$ cat src/rtl/div32_seq_ctrl_pkg.sv
// Shared definitions for the sequential signed 32-bit divider: widths,
// FSM state encoding and the adder-operand bundle used by the input mux.
// Optional feature macro: DIV_ZERO_FAST_EN (fast divide-by-zero exit).
package div_pkg;

    localparam int WIDTH = 32;
    localparam int CNT_W = 5;
    localparam logic [CNT_W-1:0] ITER_LAST = 5'd31;

    typedef enum logic [2:0] {
        S_IDLE  = 3'd0,
        S_ABS_A = 3'd1,
        S_ABS_B = 3'd2,
        S_ITER  = 3'd3,
        S_FIX_Q = 3'd4,
        S_FIX_R = 3'd5,
        S_DONE  = 3'd6
    } state_t;

    // One operation for the shared adder: sum = a + b + cin
    typedef struct packed {
        logic [WIDTH-1:0] a;
        logic [WIDTH-1:0] b;
        logic             cin;
    } adder_op_t;

    // Adder operands for two's-complement negation: ~x + 0 + 1
    function automatic adder_op_t negate_op(input logic [WIDTH-1:0] x);
        adder_op_t op;
        op.a   = ~x;
        op.b   = {WIDTH{1'b0}};
        op.cin = 1'b1;
        return op;
    endfunction

endpackage

$ cat src/rtl/div32_seq_ctrl_if.sv
// Handshake and data bus of the divider. The master side supplies operands
// and consumes results; the slave side is the divider itself.
// Optional feature macro: DIV_ZERO_FAST_EN adds the div_by_zero flag.
interface div32_seq_ctrl_if;
    import div_pkg::*;

    logic             in_valid;
    logic             in_ready;
    logic [WIDTH-1:0] dividend;
    logic [WIDTH-1:0] divisor;
    logic             out_valid;
    logic             out_ready;
    logic [WIDTH-1:0] quotient;
    logic [WIDTH-1:0] remainder;
    logic             busy;
`ifdef DIV_ZERO_FAST_EN
    logic             div_by_zero;

    modport master (
        output in_valid, dividend, divisor, out_ready,
        input  in_ready, out_valid, quotient, remainder, busy, div_by_zero
    );

    modport slave (
        input  in_valid, dividend, divisor, out_ready,
        output in_ready, out_valid, quotient, remainder, busy, div_by_zero
    );
`else
    modport master (
        output in_valid, dividend, divisor, out_ready,
        input  in_ready, out_valid, quotient, remainder, busy
    );

    modport slave (
        input  in_valid, dividend, divisor, out_ready,
        output in_ready, out_valid, quotient, remainder, busy
    );
`endif

endinterface

$ cat src/rtl/cla_32_bit.sv
// 32-bit carry-lookahead adder: eight 4-bit lookahead groups whose group
// generate/propagate terms form the carry into the next group.
module cla_32_bit (
    input  logic [31:0] a,
    input  logic [31:0] b,
    input  logic        cin,
    output logic [31:0] sum,
    output logic        cout
);

    logic [31:0] w_p;
    logic [31:0] w_g;
    logic [32:0] w_c;
    logic [3:0]  w_pb;
    logic [3:0]  w_gb;
    logic        w_ci;
    logic        w_gg;
    logic        w_gp;

    assign w_p = a ^ b;
    assign w_g = a & b;

    // Per-group lookahead carries, group carry chained into the next group
    always_comb begin
        w_c    = 33'd0;
        w_c[0] = cin;
        w_pb   = 4'd0;
        w_gb   = 4'd0;
        w_ci   = 1'b0;
        w_gg   = 1'b0;
        w_gp   = 1'b0;
        for (int grp = 0; grp < 8; grp++) begin
            w_pb = w_p[4*grp +: 4];
            w_gb = w_g[4*grp +: 4];
            w_ci = w_c[4*grp];
            w_c[4*grp+1] = w_gb[0] | (w_pb[0] & w_ci);
            w_c[4*grp+2] = w_gb[1] | (w_pb[1] & w_gb[0]) | (w_pb[1] & w_pb[0] & w_ci);
            w_c[4*grp+3] = w_gb[2] | (w_pb[2] & w_gb[1]) | (w_pb[2] & w_pb[1] & w_gb[0])
                         | (w_pb[2] & w_pb[1] & w_pb[0] & w_ci);
            w_gg = w_gb[3] | (w_pb[3] & w_gb[2]) | (w_pb[3] & w_pb[2] & w_gb[1])
                 | (w_pb[3] & w_pb[2] & w_pb[1] & w_gb[0]);
            w_gp = &w_pb;
            w_c[4*grp+4] = w_gg | (w_gp & w_ci);
        end
    end

    assign sum  = w_p ^ w_c[31:0];
    assign cout = w_c[32];

endmodule

$ cat src/rtl/div32_seq_ctrl_step.sv
// One restoring-division step around the shared adder: forms the shifted
// partial remainder fed to the adder and picks trial or shifted value
// depending on the adder carry (carry = shifted remainder >= |b|).
module div32_step
    import div_pkg::*;
(
    input  logic [WIDTH-1:0] i_r,
    input  logic [WIDTH-1:0] i_q,
    input  logic [WIDTH-1:0] i_sum,
    input  logic             i_cout,
    output logic [WIDTH-1:0] o_r_sh,
    output logic [WIDTH-1:0] o_r_next,
    output logic [WIDTH-1:0] o_q_next
);

    assign o_r_sh = {i_r[WIDTH-2:0], i_q[WIDTH-1]};

    // Keep the trial difference when it did not borrow, else restore
    always_comb begin
        o_r_next = o_r_sh;
        o_q_next = {i_q[WIDTH-2:0], 1'b0};
        if (i_cout) begin
            o_r_next = i_sum;
            o_q_next = {i_q[WIDTH-2:0], 1'b1};
        end else begin
            o_r_next = o_r_sh;
            o_q_next = {i_q[WIDTH-2:0], 1'b0};
        end
    end

endmodule

$ cat src/rtl/div32_seq_ctrl.sv
// Multi-cycle signed 32-bit divider controller. One shared adder is
// sequenced through operand negation, 32 restoring steps and result sign
// fix-up; quotient truncates toward zero, remainder takes the dividend sign.
// Optional feature macro: DIV_ZERO_FAST_EN (divisor 0 exits straight to DONE
// with a div_by_zero flag).
module div32_seq_ctrl
    import div_pkg::*;
(
    input  logic            clk,
    input  logic            reset_n,
    div32_seq_ctrl_if.slave bus
);

    state_t           r_state;
    state_t           w_state_nxt;
    logic [WIDTH-1:0] r_a, w_a_nxt;
    logic [WIDTH-1:0] r_b, w_b_nxt;
    logic [WIDTH-1:0] r_r, w_r_nxt;
    logic [WIDTH-1:0] r_q, w_q_nxt;
    logic [CNT_W-1:0] r_cnt, w_cnt_nxt;
    logic             r_q_neg, w_q_neg_nxt;
    logic             r_r_neg, w_r_neg_nxt;
    logic             r_dz, w_dz_nxt;
    logic             r_in_ready;
    logic             r_out_valid;
    logic             r_busy;
    logic             w_accept;

    adder_op_t        w_add;
    logic [WIDTH-1:0] w_sum;
    logic             w_cout;
    logic [WIDTH-1:0] w_r_sh;
    logic [WIDTH-1:0] w_r_step;
    logic [WIDTH-1:0] w_q_step;

    assign w_accept = bus.in_valid & r_in_ready;

    cla_32_bit u_adder (
        .a    (w_add.a),
        .b    (w_add.b),
        .cin  (w_add.cin),
        .sum  (w_sum),
        .cout (w_cout)
    );

    div32_step u_step (
        .i_r      (r_r),
        .i_q      (r_q),
        .i_sum    (w_sum),
        .i_cout   (w_cout),
        .o_r_sh   (w_r_sh),
        .o_r_next (w_r_step),
        .o_q_next (w_q_step)
    );

    // Shared adder operand select: one operation per state, idle states zero
    always_comb begin
        w_add = '{a: 32'd0, b: 32'd0, cin: 1'b0};
        case (r_state)
            S_ABS_A: w_add = negate_op(r_a);
            S_ABS_B: w_add = negate_op(r_b);
            S_ITER:  w_add = '{a: w_r_sh, b: ~r_b, cin: 1'b1};
            S_FIX_Q: w_add = negate_op(r_q);
            S_FIX_R: w_add = negate_op(r_r);
            default: w_add = '{a: 32'd0, b: 32'd0, cin: 1'b0};
        endcase
    end

    // Next-state and next-datapath values for every state
    always_comb begin
        w_state_nxt = r_state;
        w_a_nxt     = r_a;
        w_b_nxt     = r_b;
        w_r_nxt     = r_r;
        w_q_nxt     = r_q;
        w_cnt_nxt   = r_cnt;
        w_q_neg_nxt = r_q_neg;
        w_r_neg_nxt = r_r_neg;
        w_dz_nxt    = r_dz;
        case (r_state)
            S_IDLE: begin
                if (w_accept) begin
                    w_a_nxt     = bus.dividend;
                    w_b_nxt     = bus.divisor;
                    w_q_neg_nxt = bus.dividend[WIDTH-1] ^ bus.divisor[WIDTH-1];
                    w_r_neg_nxt = bus.dividend[WIDTH-1];
                    w_dz_nxt    = 1'b0;
`ifdef DIV_ZERO_FAST_EN
                    if (bus.divisor == 32'd0) begin
                        w_state_nxt = S_DONE;
                        w_q_nxt     = 32'hFFFF_FFFF;
                        w_r_nxt     = bus.dividend;
                        w_dz_nxt    = 1'b1;
                    end else begin
                        w_state_nxt = S_ABS_A;
                    end
`else
                    w_state_nxt = S_ABS_A;
`endif
                end else begin
                    w_state_nxt = S_IDLE;
                end
            end
            S_ABS_A: begin
                if (r_a[WIDTH-1]) begin
                    w_a_nxt = w_sum;
                end else begin
                    w_a_nxt = r_a;
                end
                w_state_nxt = S_ABS_B;
            end
            S_ABS_B: begin
                if (r_b[WIDTH-1]) begin
                    w_b_nxt = w_sum;
                end else begin
                    w_b_nxt = r_b;
                end
                w_r_nxt     = 32'd0;
                w_q_nxt     = r_a;
                w_cnt_nxt   = 5'd0;
                w_state_nxt = S_ITER;
            end
            S_ITER: begin
                w_r_nxt   = w_r_step;
                w_q_nxt   = w_q_step;
                w_cnt_nxt = r_cnt + 5'd1;
                if (r_cnt == ITER_LAST) begin
                    w_state_nxt = S_FIX_Q;
                end else begin
                    w_state_nxt = S_ITER;
                end
            end
            S_FIX_Q: begin
                if (r_q_neg) begin
                    w_q_nxt = w_sum;
                end else begin
                    w_q_nxt = r_q;
                end
                w_state_nxt = S_FIX_R;
            end
            S_FIX_R: begin
                if (r_r_neg) begin
                    w_r_nxt = w_sum;
                end else begin
                    w_r_nxt = r_r;
                end
                w_state_nxt = S_DONE;
            end
            S_DONE: begin
                if (bus.out_ready) begin
                    w_state_nxt = S_IDLE;
                    w_dz_nxt    = 1'b0;
                end else begin
                    w_state_nxt = S_DONE;
                end
            end
            default: begin
                w_state_nxt = S_IDLE;
            end
        endcase
    end

    // FSM state register
    always_ff @(posedge clk or negedge reset_n) begin
        if (!reset_n) begin
            r_state <= S_IDLE;
        end else begin
            r_state <= w_state_nxt;
        end
    end

    // Datapath registers and handshake outputs decoded from the next state
    always_ff @(posedge clk or negedge reset_n) begin
        if (!reset_n) begin
            r_a         <= 32'd0;
            r_b         <= 32'd0;
            r_r         <= 32'd0;
            r_q         <= 32'd0;
            r_cnt       <= 5'd0;
            r_q_neg     <= 1'b0;
            r_r_neg     <= 1'b0;
            r_dz        <= 1'b0;
            r_in_ready  <= 1'b1;
            r_out_valid <= 1'b0;
            r_busy      <= 1'b0;
        end else begin
            r_a         <= w_a_nxt;
            r_b         <= w_b_nxt;
            r_r         <= w_r_nxt;
            r_q         <= w_q_nxt;
            r_cnt       <= w_cnt_nxt;
            r_q_neg     <= w_q_neg_nxt;
            r_r_neg     <= w_r_neg_nxt;
            r_dz        <= w_dz_nxt;
            r_in_ready  <= (w_state_nxt == S_IDLE);
            r_out_valid <= (w_state_nxt == S_DONE);
            r_busy      <= (w_state_nxt != S_IDLE);
        end
    end

    assign bus.in_ready  = r_in_ready;
    assign bus.out_valid = r_out_valid;
    assign bus.busy      = r_busy;
    assign bus.quotient  = r_q;
    assign bus.remainder = r_r;
`ifdef DIV_ZERO_FAST_EN
    assign bus.div_by_zero = r_dz;
`endif

endmodule

$ cat src/flat_wrapper.sv
// flat-port wrapper written by rule: the top's interface ports become plain ports
module div32_seq_ctrl_flat import div_pkg::*;
  (clk, reset_n, bus_in_valid, bus_dividend, bus_divisor, bus_out_ready, bus_in_ready, bus_out_valid, bus_quotient, bus_remainder, bus_busy);
  div32_seq_ctrl_if bus_i ();
  input  logic clk;
  input  logic reset_n;
  input wire logic [$bits(bus_i.in_valid)-1:0] bus_in_valid;
  input wire logic [$bits(bus_i.dividend)-1:0] bus_dividend;
  input wire logic [$bits(bus_i.divisor)-1:0] bus_divisor;
  input wire logic [$bits(bus_i.out_ready)-1:0] bus_out_ready;
  output wire logic [$bits(bus_i.in_ready)-1:0] bus_in_ready;
  output wire logic [$bits(bus_i.out_valid)-1:0] bus_out_valid;
  output wire logic [$bits(bus_i.quotient)-1:0] bus_quotient;
  output wire logic [$bits(bus_i.remainder)-1:0] bus_remainder;
  output wire logic [$bits(bus_i.busy)-1:0] bus_busy;
  assign bus_i.in_valid = bus_in_valid;
  assign bus_i.dividend = bus_dividend;
  assign bus_i.divisor = bus_divisor;
  assign bus_i.out_ready = bus_out_ready;
  assign bus_in_ready = bus_i.in_ready;
  assign bus_out_valid = bus_i.out_valid;
  assign bus_quotient = bus_i.quotient;
  assign bus_remainder = bus_i.remainder;
  assign bus_busy = bus_i.busy;
  div32_seq_ctrl u_core (.clk(clk), .reset_n(reset_n), .bus(bus_i));
endmodule
$ cat config.mk
export PLATFORM = sky130hd
export DESIGN_NAME = div32_seq_ctrl_flat
export DESIGN_NICKNAME = d
export VERILOG_FILES = /design/src/rtl/div32_seq_ctrl_pkg.sv /design/src/rtl/div32_seq_ctrl_if.sv /design/src/rtl/cla_32_bit.sv /design/src/rtl/div32_seq_ctrl_step.sv /design/src/rtl/div32_seq_ctrl.sv /design/src/flat_wrapper.sv
export SDC_FILE = /design/constraint.sdc
export NUM_CORES = 1
export LEC_CHECK = 0
export CORE_ASPECT_RATIO = 0.7
export CORE_MARGIN = 2
export CORE_UTILIZATION = 57
export DETAILED_ROUTE_END_ITERATION = 6
export GPL_ROUTABILITY_DRIVEN = 0
export PLACE_DENSITY = 0.79
export SYNTH_ARGS = -nofsm -noshare
export SYNTH_HDL_FRONTEND = slang
export SYNTH_HIERARCHICAL = 1
export SYNTH_SLANG_ARGS = --single-unit
export TNS_END_PERCENT = 10
$ cat constraint.sdc
create_clock -name clk -period 5.05 [get_ports clk]
set_input_delay 1.01 -clock clk [delete_from_list [all_inputs] [get_ports clk]]
set_output_delay 1.01 -clock clk [all_outputs]
set_load 0.02 [all_outputs]
* Word level (Yosys, flattened, before mapping)
Cells that the tools add are included.
** Word-level totals
- Register bits :: 141
- Bits of input ports :: 68
- Output and inout port bits :: 67
- Logic and storage cells :: 277
** Cells by class
- Add/subtract/negate cells :: 1
- Eq/ne operators :: 13
- Multiplexer cells :: 18
- Bitwise logic cells :: 209
- Reduce and logical (&&, ||, !) cells :: 23
** Operators with widths (number)
- one-hot mux 65 bit (5 select lines) :: 1
- two-way mux 32 bit :: 7
- one-hot mux 32 bit (3 select lines) :: 2
- inverter 32 bit :: 4
- one-hot mux 32 bit (2 select lines) :: 2
- bitwise AND 1 bit :: 121
- bitwise OR 1 bit :: 80
- bitwise XOR 32 bit :: 2
- bitwise AND 32 bit :: 1
- AND reduction 4 bit :: 8
- one-hot mux 3 bit (7 select lines) :: 1
- equality test 3 bit, second input constant :: 4
- != test 2 x 1 -> 1 bit, second input constant :: 5
- one-hot mux 5 bit (2 select lines) :: 1
- AND reduction 2 bit :: 5
- nonzero test 3 bit :: 3
- equality test 3 x 2 -> 1 bit, second input constant :: 2
- logical NOT 3 bit :: 2
- two-way mux 3 bit :: 2
- AND reduction 3 bit :: 2
- nonzero test 2 bit :: 3
- adder 5 x 1 -> 5 bit, second input constant :: 1
- equality test 5 bit, second input constant :: 1
- equality test 3 x 1 -> 1 bit, second input constant :: 1
- other kinds (2) :: 3

* Longest topological paths before layout
- Word-level depth :: 25
- Gate-level depth with buffers :: 22
- Depth with buffers taken out :: 17

* By module
The synthesis kept the hierarchy.
** Modules (own cells, without submodules)
- div32_seq_ctrl :: times used 1, cells each 1020, area an instance 8251.7 sq um, sequential area each 3529.6 sq um
- cla_32_bit :: times used 1, cells each 164, area an instance 1385.1 sq um, sequential area each 0.0 sq um
- div32_step :: times used 1, cells each 100, area an instance 1024.7 sq um, sequential area each 0.0 sq um

* Worst setup path before layout
OpenSTA, ideal clock, no wires.
- Kind :: reg-to-reg
- Start point :: register u_core.r_state[2]
- End point :: register u_core.r_r[0] (netlist: u_core/bus.remainder[0])
- Library setup time :: 0.126 ns
- Arrival :: 4.339 ns
- Data required time :: 4.924 ns
- Slack :: 0.585 ns
- Cell stages (with the launch flop) :: 23
- Buffers on the path :: 6
- Period minus slack after synthesis :: 4.465 ns
- Path through :: dfrtp_1 buf_2 nand2b_1 buf_2 buf_2 buf_2 o22ai_1 nor2_1 a21oi_1 ha_1 nand4_2 or4_1 a211o_1 a21oi_2 a2111oi_4 o31ai_4 a21oi_2 o31ai_2 buf_6 buf_12 mux2_4 a22oi_1 a21oi_1
** RTL lines
- from (decl) :: line div32_seq_ctrl.sv:14 : state_t r_state;
- from (signal assigned) :: line div32_seq_ctrl.sv:168 : r_state <= w_state_nxt;
- to (signal assigned) :: line div32_seq_ctrl.sv:189 : r_r <= w_r_nxt;
- to (decl) :: line div32_seq_ctrl.sv:18 : logic [WIDTH-1:0] r_r, w_r_nxt;

==> qor_table.md <==
| Quantity | Reported | Unit |
|---|---|---|
| Crit-path most repeated cell | sky130_fd_sc_hd__a21oi_1 | - |
| Dominant register cell in the synthesized netlist | sky130_fd_sc_hd__dfrtp_1 | - |
| Latest clock arrival within the worst-skew pair | 0.44 | ns |
| Type of element launching the critical path | flop | - |
| Setup TNS | 0 | ns |
| Buffers on Ports | 134 | - |
| Final-report max-slew violation count | 0 | - |
| Count of routing violations after the opening detailed-route iteration | 1586 | - |
| Sequential cell area fraction in the yosys report | 33.1 | % |
| Worst hold slack after final layout | 0.491 | ns |
| Tmin final | 4.77 | ns |
| Cell types with the largest area share after synthesis | sky130_fd_sc_hd__dfrtp_1, sky130_fd_sc_hd__nor2_1, sky130_fd_sc_hd__a21oi_1 | - |
| Pin count of the biggest net entering global routing | 71 | - |
| Share of the synthesized area in the top cell type | 32.9 | % |
| Slew at the pin with the worst max-slew slack | 1.30 | ns |
| Wire length of the first global-routing pass | 53500 | um |
| Count of instances resized after the clock tree is built | 0 | - |
| Number of enable-type register cells in the synthesized netlist | 0 | - |
| Type of the worst min-delay path | flop to flop | - |
| Share of post-route cells with drive strength above 1 | 9.75 | % |
| Worst Clk Skew | 0.0120 | ns |
| Worst path max stage delay | 0.44 | ns |
| Routed wire length per instance | 21.8 | um |
| Number of H-tree levels | 4 | - |
| DRT Pass-1 Iters | 7 | - |
| Total grt overflow | 0 | - |
| CTS tree | done | - |
| Routed vias | 10300 | - |
| Number of endpoints with negative hold slack in the final report | 0 | - |
| Max FO, Critical Path | 27 | - |
| FILL cells | 1508 | - |
| Worst endpoint required time | 5.36 | ns |
| Buf+Inv Stages, Crit Path | 1 | - |
| Kind of critical path | flop to flop | - |
| Fraction of the cycle the final worst path needs | 94.5 | % |
| Clock root cell | sky130_fd_sc_hd__clkbuf_16 | - |
| Clock buffer count from CTS | 17 | - |
| Count of antenna-violating nets left after detailed routing | 0 | - |
| Most common cell after layout, fill and taps aside | sky130_fd_sc_hd__nor2_1 | - |
| Layout Utilization | 67.0 | % |
| Number of hold-repair buffers added at the cts stage | 0 | - |
| Capturing element type of the critical path | flop | - |
| Final routed wirelength across all metal layers | 33800 | um |
| RSZ-0062 raised after global routing | no | - |
| Max-slew headroom at the worst pin | 13.5 | % |
| Post-Synthesis Net Count | 1394 | - |
| Cell variety after synth | 68 | - |
| Diodes inserted | 0 | - |
| Post-CTS repair timing setup buffer count | 0 | - |
| Cell taking the most area after synthesis | sky130_fd_sc_hd__dfrtp_1 | - |
| Number of buffers on the longest clock path | 2 | - |
| Peak clock frequency supported by timing | 210 | MHz |
| Vias per cell | 6.68 | - |
| Global routing usage summed across all routing layers | 34.2 | % |
| Initial antenna violation count | 0 | - |
| Mapped Area | 10700 | um2 |
| Detailed-placement wirelength estimate | 22100 | um |
| Post-route DRC violation count | 7 | - |
| Cell-by-cell listing of the critical path | buf_4 > nor2b_1 > a211oi_1 > a21oi_1 > a21oi_1 > ha_1 > a21oi_1 > o21ai_0 > a221oi_1 > nor2_1 > a2111oi_4 > o21ai_0 > a21o_1 > fa_1 > xor2_1 > mux2_2 > a22oi_1 > a21oi_1 | - |
| Outcome | finished, violations left | - |
| Area growth, synth to finish | 14.2 | % |
| Number of global-route vias before repair | 9717 | - |
| Yosys synthesis warning count | 6 | - |
| Arr. time, crit path | 5.08 | ns |
| Die height | 118 | um |
| Cells after Synth | 1284 | - |
| # rows | 41 | - |
| Die width | 167 | um |
| Core area | 18200 | um2 |
| CP top delay family | compound AO/OA/AOI/OAI gates | - |
| Clock-pin slew on the worst setup and hold paths | 0.07 | ns |
| Count of final setup violators | 0 | - |
| Initial core utilization | 58.7 | % |
| Register bit count reported by yosys | 141 | - |
| Number of sinks driven by the clock tree | 141 | - |
| Critical Path Slowest Stage Cell | sky130_fd_sc_hd__dfrtp_4 | - |
| Violated checks | DRC | - |
| Post-synthesis async set-or-reset flop share | 100 | % |
| Area of the die | 19800 | um2 |
| Maximum capacitance violations | 0 | - |
| Count of boundary I/O pins | 135 | - |
| Average cell area after synthesis | 8.30 | um2 |
| Final Net Count | 1410 | - |
| Most used cells in the layout excluding fill and tap cells | sky130_fd_sc_hd__nor2_1, sky130_fd_sc_hd__dfrtp_1, sky130_fd_sc_hd__clkdlybuf4s50_1 | - |
==> synth_stat cells, types with 2 or more instances <==
library cell               instances
sky130_fd_sc_hd__nor2b_1          31
sky130_fd_sc_hd__nand2_1         126
sky130_fd_sc_hd__o31ai_1          31
sky130_fd_sc_hd__xnor2_1          12
sky130_fd_sc_hd__ha_1             34
sky130_fd_sc_hd__buf_2            58
sky130_fd_sc_hd__a21o_1           12
sky130_fd_sc_hd__buf_1             3
sky130_fd_sc_hd__o22ai_1          62
sky130_fd_sc_hd__a211oi_1         29
sky130_fd_sc_hd__nand3b_1          2
sky130_fd_sc_hd__nand2b_1          6
sky130_fd_sc_hd__nand4_1           4
sky130_fd_sc_hd__fa_1              8
sky130_fd_sc_hd__nor3_1            3
sky130_fd_sc_hd__buf_12            3
sky130_fd_sc_hd__nor2_1          173
sky130_fd_sc_hd__a31oi_1          64
sky130_fd_sc_hd__clkbuf_2          2
sky130_fd_sc_hd__xor2_1           11
sky130_fd_sc_hd__inv_1            14
sky130_fd_sc_hd__o21ai_0          21
sky130_fd_sc_hd__o31ai_4           2
sky130_fd_sc_hd__nand3_1          69
sky130_fd_sc_hd__or4_1             2
sky130_fd_sc_hd__buf_4            69
sky130_fd_sc_hd__o32ai_1          31
sky130_fd_sc_hd__a22o_1            2
sky130_fd_sc_hd__a21oi_2           3
sky130_fd_sc_hd__dfrtp_1         140
sky130_fd_sc_hd__nor4_1            2
sky130_fd_sc_hd__mux2_4           30
sky130_fd_sc_hd__mux2i_1           5
sky130_fd_sc_hd__a22oi_1          37
sky130_fd_sc_hd__a21oi_1         109
sky130_fd_sc_hd__clkbuf_1         38
sky130_fd_sc_hd__and3_1            3
sky130_fd_sc_hd__mux2_2            3
==> sequential cells by signal, indices dropped and copies added (netlist names) <==
signal / count
u_core/bus.quotient: 32
u_core/bus.remainder: 32
u_core/r_a: 32
u_core/r_b: 32
u_core/r_cnt: 5
u_core/r_state: 3
u_core/bus.busy: 1
u_core/bus.in_ready: 1
u_core/bus.out_valid: 1
u_core/r_q_neg: 1
u_core/r_r_neg: 1
==> metal layers <==
layer  vias up  GRT usage [%]  wire length, um
li1       4644              -                -
met1      4918           50.7            14900
met2       724           46.6            13800
met3        61           11.0             4440
met4         0           11.3              652
met5         -              0                0
==> cell type report <==
cell class / count / area [um2] / share of cell area [%]
timing repair buffer: 171 / 1650 / 13.5
clock buffer: 18 / 429 / 3.53
clock inverter: 14 / 158 / 1.30
inverter: 15 / 56.3 / 0.463
multi-input combinational: 954 / 6050 / 49.7
sequential: 141 / 3540 / 29.1
tap: 236 / 295 / 2.43
==> worst reg2reg max path, cell delays in order, from the launching register on <==
cell	delay (ns)
sky130_fd_sc_hd__dfrtp_4	0.44
sky130_fd_sc_hd__buf_4	0.31
sky130_fd_sc_hd__nor2b_1	0.10
sky130_fd_sc_hd__a211oi_1	0.24
sky130_fd_sc_hd__a21oi_1	0.07
sky130_fd_sc_hd__a21oi_1	0.19
sky130_fd_sc_hd__ha_1	0.32
sky130_fd_sc_hd__a21oi_1	0.27
sky130_fd_sc_hd__o21ai_0	0.15
sky130_fd_sc_hd__a221oi_1	0.37
sky130_fd_sc_hd__nor2_1	0.14
sky130_fd_sc_hd__a2111oi_4	0.41
sky130_fd_sc_hd__o21ai_0	0.23
sky130_fd_sc_hd__a21o_1	0.23
sky130_fd_sc_hd__fa_1	0.38
sky130_fd_sc_hd__xor2_1	0.23
sky130_fd_sc_hd__mux2_2	0.30
sky130_fd_sc_hd__a22oi_1	0.19
sky130_fd_sc_hd__a21oi_1	0.09
==> cells by family (layout without fill, tap and decap cells) <==
| kind of cell | Yosys count | in the layout | share of synthesized area, % |
|---|---|---|---|
| AOI/OAI and AO/OA | 418 | 418 | 26.3 |
| xor gates and xnor gates | 23 | 23 | 1.89 |
| adders and majority gates | 42 | 42 | 5.49 |
| buffers and inverters | 189 | 218 | 10.3 |
| DFF | 141 | 141 | 33.1 |
| muxes | 38 | 38 | 5.01 |
| and+or+nand+nor | 433 | 433 | 17.9 |
==> per-stage QoR <==
| stage | instance area [um2] | instances | worst slack, ns |
|---|---|---|---|
| floorplan | 10700 | 1284 | 0.585 |
| global placement | 11600 | 1517 | 0.528 |
| detailed placement | 11600 | 1517 | 0.420 |
| CTS | 12200 | 1549 | 0.368 |
| global route | 12200 | 1549 | 0.0433 |
| finish | 12200 | 1549 | 0.277 |
==> final timing paths <==
path                                   start                  endpoint  slack (ns)  depth (start not counted)
max in group asynchronous            reset_n    u_core/bus.quotient[0]        3.37                          2
setup reg to reg           u_core/r_state[2]  u_core/bus.remainder[29]        0.28                         18
hold reg to reg              u_core/r_cnt[4]           u_core/r_cnt[4]        0.49                          2
min in group asynchronous            reset_n            u_core/r_b[31]        0.60                          1
hold / removal               u_core/r_cnt[4]           u_core/r_cnt[4]        0.49                          2
setup / recovery           u_core/r_state[2]  u_core/bus.remainder[29]        0.28                         18
Power is left out: the tool's default activity adds up to more than one toggle a clock period on the data nets, which glitch-free logic cannot reach.
